### config.mk
export PLATFORM = sky130hd
export DESIGN_NAME = spi_mem_responder_flat
export DESIGN_NICKNAME = d
export VERILOG_FILES = /design/src/rtl/spi_mem_responder_if.sv /design/src/rtl/spi_mem_responder.sv /design/src/flat_wrapper.sv
export SDC_FILE = /design/constraint.sdc
export NUM_CORES = 1
export LEC_CHECK = 0
export BUFFER_PORTS_ARGS = -buffer_cell sky130_fd_sc_hd__buf_2
export CAP_MARGIN = 20
export CORE_MARGIN = 5
export CORE_UTILIZATION = 25
export CTS_CLUSTER_SIZE = 8
export DETAILED_ROUTE_END_ITERATION = 8
export GPL_TIMING_DRIVEN = 0
export SYNTH_ARGS = -nofsm -noshare
export SYNTH_HDL_FRONTEND = slang
export SYNTH_SLANG_ARGS = --single-unit
### constraint.sdc
create_clock -name clk -period 4.2 [get_ports clk]
set_clock_uncertainty 0.15 [all_clocks]
set_input_delay 0 -clock clk [delete_from_list [all_inputs] [get_ports clk]]
set_output_delay 0 -clock clk [all_outputs]
set_load 0.005 [all_outputs]
### src/rtl/spi_mem_responder_if.sv
// ---------------------------------------------------------------------------
// spi_mem_responder_if
//   Four-wire SPI bus between an initiator and the memory responder.
//   Signals:
//     sclk     SPI clock, driven by the initiator
//     cs_n     chip select, active-low, driven by the initiator
//     mosi     initiator -> target serial data, MSB first
//     miso     target -> initiator serial data, MSB first
//     miso_oe  1 while the target is actively driving miso
//   Modports:
//     master   initiator side
//     slave    target side (spi_mem_responder)
// ---------------------------------------------------------------------------
`timescale 1ns/1ps

interface spi_mem_responder_if;
    logic sclk;
    logic cs_n;
    logic mosi;
    logic miso;
    logic miso_oe;

    modport master (output sclk, output cs_n, output mosi, input miso, input miso_oe);
    modport slave  (input sclk, input cs_n, input mosi, output miso, output miso_oe);
endinterface

### src/rtl/spi_mem_responder.sv
// ---------------------------------------------------------------------------
// spi_mem_responder
//   SPI mode-0 target serving 0x03 (read) and 0x02 (write) commands with a
//   24-bit address, backed by a 2**ADDR_BITS byte array. All SPI inputs are
//   oversampled in the clk domain; there is no second clock domain.
//   Ports:
//     clk        system clock
//     rst_n      synchronous active-low reset (clears the byte array too)
//     spi        SPI bus, slave modport (sclk, cs_n, mosi in; miso, miso_oe out)
//     cmd_err    1-clk pulse when the command byte is neither 0x02 nor 0x03
//     xfer_done  1-clk pulse on deselect of a frame that reached RD or WR
//     dbg_addr   backdoor read address
//     dbg_rdata  mem[dbg_addr], registered, 1-clk latency
// ---------------------------------------------------------------------------
`timescale 1ns/1ps

module spi_mem_responder #(
    parameter int ADDR_BITS = 6
) (
    input  logic                 clk,
    input  logic                 rst_n,
    spi_mem_responder_if.slave   spi,
    output logic                 cmd_err,
    output logic                 xfer_done,
    input  logic [ADDR_BITS-1:0] dbg_addr,
    output logic [7:0]           dbg_rdata
);

    localparam int DEPTH = 2 ** ADDR_BITS;

    typedef enum logic [2:0] {
        IDLE,
        CMD,
        ADDR,
        RD,
        WR,
        IGNORE
    } state_t;

    // 2-FF synchronisers; index 1 is the synchronised sample.
    logic [1:0] sclk_sync;
    logic [1:0] cs_sync;
    logic [1:0] mosi_sync;
    logic       sclk_prev;
    logic       cs_prev;

    // Set once cs_n has been seen high, so a frame already in progress at
    // reset release is never joined partway through.
    logic       armed;

    state_t                state;
    logic [4:0]            bit_cnt;
    logic [6:0]            rx_sr;     // bits received so far in the current byte
    logic [6:0]            tx_sr;     // remaining bits of the byte on miso
    logic [ADDR_BITS-1:0]  ptr;
    logic                  writing;
    logic                  rd_first;  // next fall in RD loads mem[ptr] without incrementing
    logic [7:0]            mem [DEPTH];

    logic                  sclk_s;
    logic                  cs_s;
    logic                  mosi_s;
    logic                  sclk_rise;
    logic                  sclk_fall;
    logic                  cs_rise;
    logic                  cs_fall;
    logic [7:0]            rx_byte;
    logic [ADDR_BITS-1:0]  ptr_inc;

    assign sclk_s    = sclk_sync[1];
    assign cs_s      = cs_sync[1];
    assign mosi_s    = mosi_sync[1];
    assign sclk_rise =  sclk_s & ~sclk_prev;
    assign sclk_fall = ~sclk_s &  sclk_prev;
    assign cs_rise   =  cs_s   & ~cs_prev;
    assign cs_fall   = ~cs_s   &  cs_prev;
    assign rx_byte   = {rx_sr, mosi_s};
    assign ptr_inc   = ptr + 1'b1;   // wraps modulo DEPTH by width

    // NOTE: every register here uses <= so all reads in this block see the
    // values from before the clock edge, e.g. dbg_rdata returns the old byte
    // when an SPI write hits the same address in the same clk.
    always_ff @(posedge clk) begin
        if (!rst_n) begin
            // The cs_n synchroniser resets to 0 (not 1) so that a cs_n held
            // low through reset cannot arm the block.
            sclk_sync <= '0;
            cs_sync   <= '0;
            mosi_sync <= '0;
            sclk_prev <= 1'b0;
            cs_prev   <= 1'b0;
            armed     <= 1'b0;
            state     <= IDLE;
            bit_cnt   <= '0;
            rx_sr     <= '0;
            tx_sr     <= '0;
            ptr       <= '0;
            writing   <= 1'b0;
            rd_first  <= 1'b0;
            spi.miso    <= 1'b0;
            spi.miso_oe <= 1'b0;
            cmd_err   <= 1'b0;
            xfer_done <= 1'b0;
            dbg_rdata <= '0;
            // NOTE: the byte array is cleared by reset, so it is built from
            // flops rather than a RAM macro; the loop unrolls into DEPTH
            // parallel clears.
            for (int i = 0; i < DEPTH; i++) begin
                mem[i] <= '0;
            end
        end else begin
            sclk_sync <= {sclk_sync[0], spi.sclk};
            cs_sync   <= {cs_sync[0],   spi.cs_n};
            mosi_sync <= {mosi_sync[0], spi.mosi};
            sclk_prev <= sclk_s;
            cs_prev   <= cs_s;
            dbg_rdata <= mem[dbg_addr];
            cmd_err   <= 1'b0;
            xfer_done <= 1'b0;

            if (cs_s) begin
                // Deselect wins over any sclk edge seen in the same clk.
                armed       <= 1'b1;
                state       <= IDLE;
                bit_cnt     <= '0;
                spi.miso    <= 1'b0;
                spi.miso_oe <= 1'b0;
                xfer_done   <= cs_rise && (state == RD || state == WR);
            end else begin
                case (state)
                    IDLE: begin
                        if (armed && cs_fall) begin
                            state   <= CMD;
                            bit_cnt <= '0;
                        end
                    end

                    CMD: begin
                        if (sclk_rise) begin
                            rx_sr <= rx_byte[6:0];
                            if (bit_cnt == 5'd7) begin
                                bit_cnt <= '0;
                                case (rx_byte)
                                    8'h03: begin
                                        state   <= ADDR;
                                        writing <= 1'b0;
                                    end
                                    8'h02: begin
                                        state   <= ADDR;
                                        writing <= 1'b1;
                                    end
                                    default: begin
                                        state   <= IGNORE;
                                        cmd_err <= 1'b1;
                                    end
                                endcase
                            end else begin
                                bit_cnt <= bit_cnt + 5'd1;
                            end
                        end
                    end

                    ADDR: begin
                        // Shifting straight into ptr keeps only the last
                        // ADDR_BITS address bits; the upper ones fall off.
                        if (sclk_rise) begin
                            ptr <= {ptr[ADDR_BITS-2:0], mosi_s};
                            if (bit_cnt == 5'd23) begin
                                bit_cnt  <= '0;
                                rd_first <= 1'b1;
                                state    <= writing ? WR : RD;
                            end else begin
                                bit_cnt <= bit_cnt + 5'd1;
                            end
                        end
                    end

                    RD: begin
                        if (sclk_rise) begin
                            bit_cnt <= (bit_cnt == 5'd7) ? 5'd0 : bit_cnt + 5'd1;
                        end else if (sclk_fall) begin
                            spi.miso_oe <= 1'b1;
                            if (bit_cnt == 5'd0) begin
                                // Byte boundary: first byte of the frame, or
                                // the fall after the 8th rise of a data byte.
                                if (rd_first) begin
                                    rd_first <= 1'b0;
                                    tx_sr    <= mem[ptr][6:0];
                                    spi.miso <= mem[ptr][7];
                                end else begin
                                    ptr      <= ptr_inc;
                                    tx_sr    <= mem[ptr_inc][6:0];
                                    spi.miso <= mem[ptr_inc][7];
                                end
                            end else begin
                                tx_sr    <= {tx_sr[5:0], 1'b0};
                                spi.miso <= tx_sr[6];
                            end
                        end
                    end

                    WR: begin
                        if (sclk_rise) begin
                            rx_sr <= rx_byte[6:0];
                            if (bit_cnt == 5'd7) begin
                                bit_cnt  <= '0;
                                mem[ptr] <= rx_byte;
                                ptr      <= ptr_inc;
                            end else begin
                                bit_cnt <= bit_cnt + 5'd1;
                            end
                        end
                    end

                    IGNORE: begin
                        spi.miso    <= 1'b0;
                        spi.miso_oe <= 1'b0;
                    end

                    default: state <= IDLE;
                endcase
            end
        end
    end

endmodule

### src/flat_wrapper.sv
// flat-port wrapper written by rule: the top's interface ports become plain ports
module spi_mem_responder_flat 
#(
    parameter int ADDR_BITS = 6
)
  (clk, rst_n, cmd_err, xfer_done, dbg_addr, dbg_rdata, spi_sclk, spi_cs_n, spi_mosi, spi_miso, spi_miso_oe);
  spi_mem_responder_if spi_i ();
  input  logic clk;
  input  logic rst_n;
  output logic cmd_err;
  output logic xfer_done;
  input  logic [ADDR_BITS-1:0] dbg_addr;
  output logic [7:0] dbg_rdata;
  input wire logic [$bits(spi_i.sclk)-1:0] spi_sclk;
  input wire logic [$bits(spi_i.cs_n)-1:0] spi_cs_n;
  input wire logic [$bits(spi_i.mosi)-1:0] spi_mosi;
  output wire logic [$bits(spi_i.miso)-1:0] spi_miso;
  output wire logic [$bits(spi_i.miso_oe)-1:0] spi_miso_oe;
  assign spi_i.sclk = spi_sclk;
  assign spi_i.cs_n = spi_cs_n;
  assign spi_i.mosi = spi_mosi;
  assign spi_miso = spi_i.miso;
  assign spi_miso_oe = spi_i.miso_oe;
  spi_mem_responder #(.ADDR_BITS(ADDR_BITS)) u_core (.clk(clk), .rst_n(rst_n), .spi(spi_i), .cmd_err(cmd_err), .xfer_done(xfer_done), .dbg_addr(dbg_addr), .dbg_rdata(dbg_rdata));
endmodule
; ---- Yosys cells after proc, flatten, opt, wreduce, memory -nomap -nowiden
; Memory sizes are Yosys's and may differ from the RTL's. A register that Yosys moved wholly into a read port is not among the register bits.
; Cells that the tools add are included.
[word_totals]
output_inout_bits = 12
ram_bits = 512
in_bits = 11
elab_cells = 133
register_bits = 43
memories = 1
[classes]
reduce_logical = 27
n_eq_ne = 21
bitwise_logic = 13
n_addsub = 2
mux = 52
[memory_table]
columns = memory, depth, word_bits, read_ports, rd_ports_with_merged_regs, wr, line_no
row1 = u_core.mem, 64, 8, 3, 2, 64, spi_mem_responder.sv:58  ; logic [7:0] mem [DEPTH];
[ops]
columns = op, n
row1 = 2-to-1 mux 6 bit, 10
row2 = 2-to-1 mux 5 bit, 5
row3 = 2-to-1 mux 3 bit, 7
row4 = 2-to-1 mux 1 bit, 20
row5 = one-hot mux 6 bit (3 select lines), 1
row6 = "equality test 8 x 2 -> 1 bit, second input constant", 2
row7 = "!= test 2 x 1 -> 1 bit, second input constant", 8
row8 = one-hot mux 5 bit (3 select lines), 1
row9 = 2-to-1 mux 7 bit, 2
row10 = one-hot mux 3 bit (4 select lines), 1
row11 = inverter 1 bit, 9
row12 = AND reduction 9 bit, 1
row13 = 2-to-1 mux 8 bit, 1
row14 = "!= test 2 bit, second input constant", 4
row15 = one-hot mux 1 bit (2 select lines), 4
row16 = AND reduction 4 bit, 2
row17 = OR reduction 8 bit, 1
row18 = AND reduction 7 bit, 1
row19 = "adder 6 x 1 -> 6 bit, second input constant", 1
row20 = "equality test 3 x 2 -> 1 bit, second input constant", 2
row21 = "equality test 3 bit, second input constant", 2
row22 = AND reduction 3 bit, 2
row23 = AND reduction 6 bit, 1
row24 = nonzero test 2 bit, 3
row25 = other kinds (16), 24

; ---- Longest topological paths before layout
[depth]
word_depth = 9
ltp_mapped = 11
ltp_nobuf = 9

; ---- Least setup slack after synthesis
; OpenSTA, ideal clock, no wires.
[synth_timing]
path_type = reg2reg
start = register u_core.bit_cnt[0]
end = memory u_core.mem[57][0], enable pin
setup_time_ns = 0.384
n_path_buf = 2
path_slack_ns = 0.879
arrival_ns = 2.787
required_ns = 3.666
stages_incl_launch_ff = 10
synth_period_minus_slack_ns = 3.321
path_cell_list = dfxtp_1 > ha_1 > and4bb_2 > nand2_1 > or3_1 > nor3b_1 > nand2b_1 > clkbuf_1 > clkbuf_1 > o21ai_0
[synth_lines]
columns = element, line_no
row1 = "start, declared", spi_mem_responder.sv:52  ; logic [4:0] bit_cnt;
row2 = "start signal, assigned", spi_mem_responder.sv:158  ; bit_cnt <= bit_cnt + 5'd1;
row3 = "start signal, assigned", spi_mem_responder.sv:173  ; bit_cnt <= bit_cnt + 5'd1;
row4 = "start signal, assigned", spi_mem_responder.sv:180  ; bit_cnt <= (bit_cnt == 5'd7) ? 5'd0 : bit_cnt + 5'd1;
row5 = "end, declared", spi_mem_responder.sv:58

; ---- Worst setup path after layout
[layout_timing]
start = register u_core.ptr[0]
end = register u_core.tx_sr[5]
[layout_between]
elab_chain_cells = 4
[layout_lines]
columns = element, line_no
row1 = "start, declared", spi_mem_responder.sv:55  ; logic [ADDR_BITS-1:0] ptr;
row2 = "start signal, assigned", spi_mem_responder.sv:167  ; ptr <= {ptr[ADDR_BITS-2:0], mosi_s};
row3 = "start signal, assigned", spi_mem_responder.sv:191  ; ptr <= ptr_inc;
row4 = "start signal, assigned", spi_mem_responder.sv:208  ; ptr <= ptr_inc;
row5 = adder 6 x 1 -> 6 bit, spi_mem_responder.sv:78  ; assign ptr_inc = ptr + 1'b1;
row6 = memory read (64 x 8 bit), -
row7 = 2-to-1 mux 7 bit, spi_mem_responder.sv:186  ; if (rd_first) begin
row8 = 2-to-1 mux 7 bit, spi_mem_responder.sv:183  ; if (bit_cnt == 5'd0) begin
row9 = "end signal, assigned", spi_mem_responder.sv:188  ; tx_sr <= mem[ptr][6:0];
row10 = "end signal, assigned", spi_mem_responder.sv:192  ; tx_sr <= mem[ptr_inc][6:0];
row11 = "end signal, assigned", spi_mem_responder.sv:196  ; tx_sr <= {tx_sr[5:0], 1'b0};
row12 = "end, declared", spi_mem_responder.sv:54  ; logic [6:0] tx_sr;
; No other way between the ends.
; A chain may end at the register's enable or synchronous reset.

==> results.json <==
{
  "yosys_warnings": 0,
  "critPathTopFamily": "buffers and inverters",
  "track_usage_pct": 20.9,
  "cpPeakStageDelay_ns": 0.96,
  "synth.avg_cell_area_sq_um": 14.3,
  "synth-seq-area-share_pct": 48.0,
  "timing.rr.end": "u_core.tx_sr[5]",
  "routed_wl_um": 157000,
  "cp-start-kind": "register",
  "area_growth_pct": 16.1,
  "worst_slack_ns": -0.175,
  "cts.sinks": 569,
  "grt_start_max_net_pins": 20,
  "status": "complete, but fails checks",
  "end_kind": "register",
  "timing.final.max_slew_violations": 0,
  "ant_nets": 0,
  "violations": "negative setup slack",
  "clock_latency_ns": 0.67,
  "grt_pass1_vias": 24900,
  "drc": 0,
  "setup_viol": 22,
  "r2r_slack_ns": -0.17,
  "ios": 23,
  "cts.htree.levels": 3,
  "fin_total_pwr_mw": 13.6,
  "drt_iter0_markers": 4658,
  "cp_slowest_cell": "clkbuf_1",
  "nets": 2601,
  "fin_hold_ws_ns": 0.0655,
  "port_buffers": 17,
  "min_path_type": "in -> reg",
  "path_clk_slew_ns": 0.07,
  "cts.path.max_buffers": 3,
  "wl_met3_um": 24100,
  "vias": 26500,
  "path_class": "reg -> reg",
  "ys.flop_type": "edfxtp_1",
  "numCtsBuffers": 81,
  "async_flop_share_pct": 0,
  "fmax_ghz": 0.229,
  "overflow": 0,
  "ys_types": 71,
  "hpwlAfterDp_um": 119000,
  "die_w_um": 381,
  "p_per_area_nw_per_um2": 340,
  "clockRootBuffer": "clkbuf_16",
  "cts_tree": "built",
  "num_rows": 136,
  "antenna_found_initial": 15,
  "worstMarginPinSlew_ns": 1.31,
  "viasPerCell": 5.97,
  "wl_met2_um": 66000,
  "drive_gt1_share_pct": 28.7,
  "ys_ff_latch": 569,
  "finalCritPeriodShare_pct": 104,
  "core_sq_um": 137000,
  "crit_required_ns": 4.65,
  "wl_per_cell_um": 35.5,
  "cp.arrival_ns": 4.82,
  "period_minus_slack_ns": 4.37,
  "r2r_cells": 9,
  "top_layer": "met5",
  "hp-start": "dbg_addr[5]",
  "crit_buf_inv": 4,
  "die_area_sq_um": 145000,
  "final_hold_viol_count": 0,
  "die_h_um": 381,
  "leakage_nw": 12.8,
  "rsz0062_at_grt": "yes",
  "synthCells": 2416,
  "first_pass_iters": 9,
  "r2r_start": "u_core.ptr[0]",
  "holdPathEnd": "u_core.dbg_rdata[2]",
  "grt_pass1_wl_um": 211000,
  "critPathMaxFanout": 10,
  "vdd_ir_drop_max_mv": 0.240,
  "cp_common_cell": "buf_4",
  "met1_length_um": 53500,
  "relSlewSlack_pct": 12.7,
  "synth_area_sq_um": 34400,
  "maxCapViolCount": 0,
  "cp_cell_sequence": "buf_2 -> buf_4 -> buf_4 -> clkbuf_1 -> mux4_2 -> a22oi_1 -> a21oi_1 -> nor3_1 -> a31oi_1",
  "hold-path-cell-count": 3,
  "synth_edf_count": 512,
  "start_util_pct": 25.1,
  "syn_nets": 2430,
  "gp_congestion": 1.06
}
==> what timing repair did <==
action,in CTS,in global routing
endpoints found under the hold margin,15,0
setup buffers,2,0
pin swaps,1,0
resized for setup,47,43
endpoints found under the setup margin,509,183
hold buffers,7,0
==> worst register-to-register path, stage by stage (launching register included) <==
cell and delay [ns]:
dfxtp_1 0.57, buf_2 0.42, buf_4 0.34, buf_4 0.39
clkbuf_1 0.97, mux4_2 0.39, a22oi_1 0.08, a21oi_1 0.62
nor3_1 0.18, a31oi_1 0.20
==> metal layers <==
layer | vias to the layer above | global-route usage [%]
met5 | - | 0
met4 | 6 | 14.4
met3 | 636 | 9.92
met2 | 2425 | 30.4
met1 | 13500 | 24.5
li1 | 9908 | -
==> worst max-delay path by stage <==
stage	start	end	slack, ns	depth (start not counted)
after floorplan	u_core.bit_cnt[0]	u_core.mem[57][0]	0.88	9
after global placement	u_core.ptr[0]	u_core.mem[21][1]	-1.41	8
after detailed placement	u_core.ptr[0]	u_core.mem[6][7]	-0.95	9
after CTS	register	u_core.tx_sr[5]	0.003	9
after global routing	u_core.bit_cnt[0]	u_core.mem[6][1]	-0.16	10
final	u_core.ptr[0]	u_core.tx_sr[5]	-0.17	9
==> area by class of cell <==
class                      count  area [sq um]
antenna                       25          62.6
buffer                       244          1140
clock buffer                 108          2150
clock inverter                 4          37.5
fill                       13800         97200
inverter                       6          26.3
multi-input combinational   1593         17000
sequential                   569         16500
tap                         1794          2240
timing repair buffer          92           796
==> cell families (layout without fill, tap and decap cells) <==
family / count (synthesis) / count (layout) / synth area share, %
muxes: 485 / 485 / 29.9
xor gates and xnor gates: 9 / 9 / 0.305
and+or+nand+nor: 871 / 871 / 14.4
DFF: 569 / 569 / 48.0
buffers and inverters: 254 / 454 / 3.17
AOI/OAI and AO/OA: 225 / 225 / 4.22
adders and majority gates: 3 / 3 / 0.109
other: 0 / 25 / 0
==> registers in the layout, summed over array words and instances (netlist names), 2 cells and up, named ones only <==
| signal | cells |
|---|---|
| u_core.rx_sr | 7 |
| u_core.cs_sync | 2 |
| u_core.ptr | 6 |
| u_core.state | 3 |
| u_core.mosi_sync | 2 |
| u_core.tx_sr | 7 |
| u_core.dbg_rdata | 8 |
| u_core.mem | 512 |
| u_core.sclk_sync | 2 |
| u_core.bit_cnt | 5 |
==> synthesized netlist by cell type (6+ instances only) <==
cell type	number	area [sq um]
nor3_2	7	70.1
clkbuf_1	155	582
edfxtp_1	512	15400
nand3b_1	6	45.0
a221oi_1	6	52.6
nand2b_1	13	81.3
o311a_1	7	70.1
nor2_2	7	43.8
nand2_1	72	270
o21ai_1	19	95.1
a2111oi_0	6	52.6
a21oi_1	38	190
o21ai_0	63	315
a211oi_1	6	45.0
nand3_1	22	110
buf_4	11	82.6
and2_1	472	2950
buf_2	60	300
or3_1	7	43.8
a22oi_1	36	270
buf_1	19	71.3
mux4_2	433	9750
nor3_1	77	385
mux2_2	6	67.6
a22o_1	7	61.3
a31oi_1	8	50.1
nor2b_1	22	138
nor2_1	117	439
dfxtp_1	57	1140
nor4_1	11	68.8
mux2i_1	46	460
nand4_1	10	62.6
==> stage by stage <==
step | cell area (sq um) | setup TNS (ns) | utilization (%) | setup WS [ns] | std cells
after floorplan | 34400 | 0 | - | 0.879 | 2416
after global placement | 36800 | -312.02 | 26.8 | -1.41 | 4227
after detailed placement | 37400 | -133.19 | 27.2 | -0.953 | 4291
after CTS | 39800 | 0 | 29.0 | 0.00251 | 4409
after global routing | 39900 | -1.40 | 29.1 | -0.157 | 4410
final | 40000 | -1.43 | 29.1 | -0.175 | 4435
==> power by group <==
group	switching [mW]	internal, mW
sequential	0.148	6.35
clock	2.50	3.51
combinational	0.630	0.447
total	3.28	10.3
==> cells in the final DEF (no fill, tap or decap), types with 45 or more instances in the layout <==
master,count
dfxtp_1,57
mux4_2,433
clkbuf_16,82
clkbuf_1,163
edfxtp_1,512
nand2_1,71
mux2i_1,45
nor2_1,116
buf_2,80
nor3_1,77
and2_1,472
No activity file was read; power rests on OpenSTA's default activity.
